**config.mk**
```make
export PLATFORM = sky130hd
export DESIGN_NAME = fpu_exception_responder
export DESIGN_NICKNAME = d
export VERILOG_FILES = /design/src/rtl/fpu_exception_responder.sv
export SDC_FILE = /design/constraint.sdc
export NUM_CORES = 1
export LEC_CHECK = 0
export CORE_MARGIN = 8
export CORE_UTILIZATION = 39
export CTS_CLUSTER_DIAMETER = 80
export CTS_CLUSTER_SIZE = 16
export DETAILED_ROUTE_END_ITERATION = 7
export PLACE_DENSITY_LB_ADDON = 0.3
export SYNTH_ARGS = -nofsm -noshare
export SYNTH_HDL_FRONTEND = slang
export SYNTH_SLANG_ARGS = --single-unit
```
**constraint.sdc**
```tcl
create_clock -name i_clk -period 1.6 [get_ports i_clk]
set_input_delay 0.24 -clock i_clk [delete_from_list [all_inputs] [get_ports i_clk]]
set_output_delay 0.24 -clock i_clk [all_outputs]
set_load 0.02 [all_outputs]
```
**src/rtl/fpu_exception_responder.sv**
```systemverilog
// Turns an FPU exception verdict into the IEEE special result, sticky NV/DZ flags, a saturating count and a trap handshake.
// Latency 1 (registered result); input stalls while result is held (!o_out_ready) or a trap is pending.
module fpu_exception_responder #(
  parameter int unsigned CNT_W      = 8,
  parameter logic [7:0]  QNAN_CANON = 8'h7C
) (
  input  logic             i_clk,
  input  logic             i_rst_n,
  input  logic             i_in_valid,
  output logic             o_in_ready,
  input  logic [1:0]       i_fp_operation,
  input  logic [7:0]       i_op_a,
  input  logic [7:0]       i_op_b,
  input  logic             i_op_is_exception,
  input  logic [2:0]       i_fp_exce,
  output logic             o_out_valid,
  input  logic             i_out_ready,
  output logic [7:0]       o_res,
  output logic             o_res_is_special,
  output logic             o_flag_nv,
  output logic             o_flag_dz,
  input  logic             i_flag_clr,
  output logic [CNT_W-1:0] o_exc_cnt,
  input  logic [1:0]       i_trap_en,
  output logic             o_trap_req,
  output logic [1:0]       o_trap_cause,
  input  logic             i_trap_ack
);

  localparam logic [2:0] EXC_QNAN = 3'd1;
  localparam logic [2:0] EXC_SNAN = 3'd2;
  localparam logic [2:0] EXC_INF  = 3'd3;
  localparam logic [2:0] EXC_ZDIV = 3'd4;
  localparam logic [CNT_W-1:0] CNT_MAX = {CNT_W{1'b1}};

  typedef enum logic {S_IDLE, S_TRAP} state_t;

  state_t           r_state;
  state_t           w_state_nxt;
  logic             r_rst_done;
  logic             r_out_valid;
  logic [7:0]       r_res;
  logic             r_res_special;
  logic             r_flag_nv;
  logic             r_flag_dz;
  logic [CNT_W-1:0] r_exc_cnt;
  logic [1:0]       r_trap_cause;

  logic       w_accept;
  logic       w_a_nan;
  logic       w_a_snan;
  logic       w_b_snan;
  logic       w_a_zero;
  logic [7:0] w_res;
  logic       w_special;
  logic       w_nv;
  logic       w_dz;
  logic       w_trap_hit;
  logic       w_exc_acc;
  logic       w_unused_op;

  // The operation class does not change the special result for the supported codes.
  assign w_unused_op = ^i_fp_operation;

  assign w_a_nan  = (i_op_a[6:3] == 4'hF) && (i_op_a[2:0] != 3'b000);
  assign w_a_snan = w_a_nan && !i_op_a[2];
  assign w_b_snan = (i_op_b[6:3] == 4'hF) && (i_op_b[2:0] != 3'b000) && !i_op_b[2];
  assign w_a_zero = (i_op_a[6:0] == 7'h00);

  always_comb begin
    w_res     = 8'h00;
    w_special = 1'b0;
    w_nv      = 1'b0;
    w_dz      = 1'b0;
    if (i_op_is_exception) begin
      w_special = 1'b1;
      case (i_fp_exce)
        EXC_QNAN: w_res = w_a_nan ? i_op_a : i_op_b;
        EXC_SNAN: begin
          w_res = (w_a_snan || !w_b_snan) && w_a_nan ? (i_op_a | 8'h04) : (i_op_b | 8'h04);
          w_nv  = 1'b1;
        end
        EXC_INF: begin
          w_res = QNAN_CANON;
          w_nv  = 1'b1;
        end
        EXC_ZDIV: begin
          if (w_a_zero) begin
            w_res = QNAN_CANON;
            w_nv  = 1'b1;
          end else begin
            w_res = {i_op_a[7] ^ i_op_b[7], 7'h78};
            w_dz  = 1'b1;
          end
        end
        default: begin
          w_res = QNAN_CANON;
          w_nv  = 1'b1;
        end
      endcase
    end
  end

  assign w_accept   = i_in_valid && o_in_ready;
  assign w_exc_acc  = w_accept && i_op_is_exception;
  assign w_trap_hit = w_accept && ((w_nv && i_trap_en[1]) || (w_dz && i_trap_en[0]));

  always_ff @(posedge i_clk or negedge i_rst_n) begin
    if (!i_rst_n) begin
      r_state <= S_IDLE;
    end else begin
      r_state <= w_state_nxt;
    end
  end

  always_comb begin
    w_state_nxt = r_state;
    case (r_state)
      S_IDLE:  if (w_trap_hit) w_state_nxt = S_TRAP;
      S_TRAP:  if (i_trap_ack) w_state_nxt = S_IDLE;
      default: w_state_nxt = S_IDLE;
    endcase
  end

  always_comb begin
    o_trap_req = (r_state == S_TRAP);
    o_in_ready = r_rst_done && (r_state != S_TRAP) && (!r_out_valid || i_out_ready);
  end

  // r_rst_done keeps the input closed while reset is asserted and opens it one edge later.
  always_ff @(posedge i_clk or negedge i_rst_n) begin
    if (!i_rst_n) begin
      r_rst_done    <= 1'b0;
      r_out_valid   <= 1'b0;
      r_res         <= 8'h00;
      r_res_special <= 1'b0;
      r_trap_cause  <= 2'b00;
    end else begin
      r_rst_done <= 1'b1;
      if (w_accept) begin
        r_out_valid   <= 1'b1;
        r_res         <= w_res;
        r_res_special <= w_special;
      end else if (i_out_ready) begin
        r_out_valid <= 1'b0;
      end
      if (r_state == S_IDLE && w_trap_hit) begin
        r_trap_cause <= {w_nv, w_dz};
      end
    end
  end

  // A clear coinciding with an accepted event leaves only that event's contribution.
  always_ff @(posedge i_clk or negedge i_rst_n) begin
    if (!i_rst_n) begin
      r_flag_nv <= 1'b0;
      r_flag_dz <= 1'b0;
      r_exc_cnt <= '0;
    end else if (i_flag_clr) begin
      r_flag_nv <= w_accept && w_nv;
      r_flag_dz <= w_accept && w_dz;
      r_exc_cnt <= w_exc_acc ? CNT_W'(1) : '0;
    end else begin
      if (w_accept && w_nv) r_flag_nv <= 1'b1;
      if (w_accept && w_dz) r_flag_dz <= 1'b1;
      if (w_exc_acc && (r_exc_cnt != CNT_MAX)) r_exc_cnt <= r_exc_cnt + CNT_W'(1);
    end
  end

  assign o_out_valid      = r_out_valid;
  assign o_res            = r_res;
  assign o_res_is_special = r_res_special;
  assign o_flag_nv        = r_flag_nv;
  assign o_flag_dz        = r_flag_dz;
  assign o_exc_cnt        = r_exc_cnt;
  assign o_trap_cause     = r_trap_cause;

endmodule

```
==> flow_summary_export.csv <==
group,metric,value,unit
setup_path,reg2reg_depth,5,
synthesis,synth_top_area_cell,"dfrtp_1",
detailed_routing,vias,1517,
grt,grt_usage,15.39,%
sta,fin_setup_tns,0,ns
placed_design,dpl.cell_count,274,
clock_network,cts_hold_buf,0,
power_and_ir_drop,switching_share,27.40,%
setup_path,crit_required,1.86,ns
placed_design,dp_hpwl,3526,µm
sta,grt_setup_unrepaired,"yes",
synthesis,synth.distinct_cells,49,
power_and_ir_drop,netSwitchingPower,0.4244,mW
sta,setup_viol,0,
setup_path,cp_top_family,"simple AND/OR/NAND/NOR gates",
grt,grt_start_max_net_pins,25,
power_and_ir_drop,power.total,1.549,mW
detailed_routing,ant_nets,0,
synthesis,syn_nets,180,
final_layout,drive_above_1_share,28.21,%
sta,maxSlewViolCount,0,
clock_network,cts.htree.levels,1,
final_layout,layout_common_cells,"buf_4 (36), clkdlybuf4s50_1 (31), nand2_1 (24), dfrtp_1 (20)",
outcome,status,"finished, final reports clean",
power_and_ir_drop,power_frac_seq,43.7,%
floorplan,fp.dieH,75.95,µm
clock_network,cts_tree,"yes",
clock_network,clockBufferDepth,2,
floorplan,fp.coreArea,0.003390,mm²
setup_path,crit_chain,"ha_4 -> and4_4 -> and2_2 -> or4_4 -> a21oi_2",
sta,fmaxAchievable,627.6,MHz
detailed_routing,wl_per_cell,16.32,µm
setup_path,crit_cells,5,
synthesis,ys_warn_count,0,
power_and_ir_drop,power_frac_clock,28.9,%
floorplan,die_w,75.95,µm
detailed_routing,drc,0,
power_and_ir_drop,comb_power_share,27.5,%
floorplan,ioPinCount,54,
clock_network,clkSinkCount,24,
final_layout,fin_nets,266,
final_layout,nFillCells,254,
synthesis,ys_top_cells_by_area,"dfrtp_1 (43%), nand2_1 (6.4%), o21ai_0 (3.9%), a21oi_1 (2.9%), and4_1 (2.5%)",
synthesis,syn_avg_cell_area,9.405,µm²
setup_path,cp.arrival,1.85,ns
power_and_ir_drop,pwr_density_cell,659.6,mW/mm²
clock_network,clk_pin_slew,0.14,ns
floorplan,start_util,41.34,%
setup_path,rrSetupSlack,0.007,ns
setup_path,crit_end,"o_exc_cnt[3]$_DFFE_PN0P_",
setup_path,critPathMaxStageDelay,0.46,ns
sta,finalCriticalPeriod,1.593,ns
detailed_routing,via_per_inst,5.418,
grt,overflow,0,
power_and_ir_drop,ir_drop,330.7,µV
floorplan,dieArea,0.005768,mm²
grt,grt_pass1_wl,7514,µm
setup_path,end_kind,"register",
placed_design,place_congestion,0.8873,
setup_path,critPathLaunchType,"register",
sta,skew,0.005105,ns
final_layout,layout_commonest_cell,"buf_4",
final_layout,antenna_cells,0,
power_and_ir_drop,leakage,1.084,nW
synthesis,synth_async_sr_flop_share,100.0,%
detailed_routing,first_pass_iters,4,
synthesis,ys_seq_area_share,42.86,%
synthesis,ys_ff_latch,24,
detailed_routing,wl,4570,µm
clock_network,cts_buffers,3,
setup_path,critical_path_class,"register to register",
detailed_routing,drt_iter0_drc,139,
final_layout,finish.instance_area,0.002349,mm²
clock_network,root_buffer,"clkbuf_4",
clock_network,clock_latency,0.32,ns
synthesis,synth_top_area_share,42.86,%
setup_path,startpoint,"o_exc_cnt[1]$_DFFE_PN0P_",
setup_path,cp_slowest_cell,"dfrtp_2",
synthesis,syn_inst,149,
sta,fin_crit_sh,99.58,%
setup_path,worstPathMaxFanout,4,
synthesis,ys_dominant_reg_cell,"dfrtp_1",
power_and_ir_drop,internal_power,1.125,mW
grt,antenna_found_initial,0,
placed_design,port_buffers,51,
sta,final_hold_viol_count,0,
setup_path,r2r-start,"o_exc_cnt[1]$_DFFE_PN0P_",
synthesis,synth.cell_area,0.001401,mm²
run,cap_violations,0,
min_path,hold_class,"primary input to async pin",
synthesis,synth_edf_count,0,
floorplan,fp-row-count,21,
setup_path,cp_num_buf_inv,0,
placed_design,place_area,0.002217,mm²
grt,first_global_vias,1617,
final_layout,final_cell_count_no_fill,280,
setup_path,r2r-end,"o_exc_cnt[3]$_DFFE_PN0P_",
final_layout,syn_to_final_growth,67.59,%
[through the flow]
stage,utilization (%),worst slack [ns],hold WS (ns)
after floorplan,-,0.005904,-0.05559
after global placement,65.41,-0.2565,0.4632
after detailed placement,65.41,-0.3142,0.4755
after CTS,66.81,0.004095,0.2687
after global routing,69.29,-0.02664,0.2700
final,69.29,0.006683,0.2592
[state kept, by name (all words and copies together), names as in the netlist]
register and flops:
o_out_valid 1, o_res_is_special 1, o_flag_nv 1, r_rst_done 1
o_flag_dz 1, o_trap_cause 2, o_exc_cnt 8, o_res 8
o_trap_req 1
[what timing repair did]
action / in CTS / in global routing
endpoints found under the setup margin: 13 / 20
buffers inserted: 1 / 1
pin swaps: 0 / 2
resized for setup: 14 / 21
[metal layers]
metal / routed length, µm / GRT usage [%] / vias to the layer above
li1: - / - / 729
met1: 1967 / 17.95 / 727
met2: 2286 / 25.45 / 57
met3: 259 / 4.363 / 4
met4: 56 / 6.863 / 0
met5: 0 / 0 / -
[cells in the mapped netlist (all sizes together) (3+ instances only)]
library cell and number:
a21oi 8, and2 6, and4 4, buf 3
clkbuf 3, dfrtp 24, inv 4, mux2 3
nand2 24, nand3 4, nor3 3, nor3b 4
o21ai 11, o31ai 3, or3 3, or4 3
[worst min path at each step]
stage	cells past startpoint	slack, ns	end	startpoint
floorplan	0	-0.06	o_exc_cnt[0]$_DFFE_PN0P_	i_rst_n
global placement	2	0.46	o_res_is_special$_DFFE_PN0P_	o_res_is_special$_DFFE_PN0P_
detailed placement	2	0.48	o_res_is_special$_DFFE_PN0P_	o_res_is_special$_DFFE_PN0P_
CTS	2	0.27	o_exc_cnt[6]$_DFFE_PN0P_	i_rst_n
global route	2	0.27	o_trap_cause[1]$_DFFE_PN0P_	i_rst_n
finish	2	0.26	o_exc_cnt[6]$_DFFE_PN0P_	i_rst_n
[power by group through the flow]
stage          Clock, mW  Combinational, mW  Sequential [mW]
2_1_floorplan          0              0.107            0.737
5_1_grt            0.485              0.454            0.682
3_5_place_dp           0              0.415            0.689
4_1_cts            0.445              0.419            0.677
3_3_place_gp           0              0.405            0.686
6_report           0.447              0.425            0.677
[cells by family (layout without fill, tap and decap cells)]
family / after synthesis / after routing / share of synthesized area (%)
other: 1 / 1 / 0.2676
adders and majority gates: 1 / 1 / 0.8927
DFF: 24 / 24 / 42.86
AOI/OAI and AO/OA: 43 / 43 / 21.79
xor gates and xnor gates: 2 / 2 / 1.250
and+or+nand+nor: 64 / 64 / 26.88
buffers and inverters: 10 / 95 / 2.946
muxes: 4 / 4 / 3.125
[cell type report]
type | count | area, µm² | share of cell area (%)
Multi-Input combinational cell | 115 | 835.8 | 35.59
Timing Repair Buffer | 87 | 782.0 | 33.30
Sequential cell | 24 | 605.6 | 25.79
Tap cell | 46 | 57.56 | 2.451
Clock inverter | 1 | 30.03 | 1.279
Clock buffer | 3 | 22.52 | 0.9590
Inverter | 4 | 15.01 | 0.6393
No activity file was read; power rests on OpenSTA's default activity.
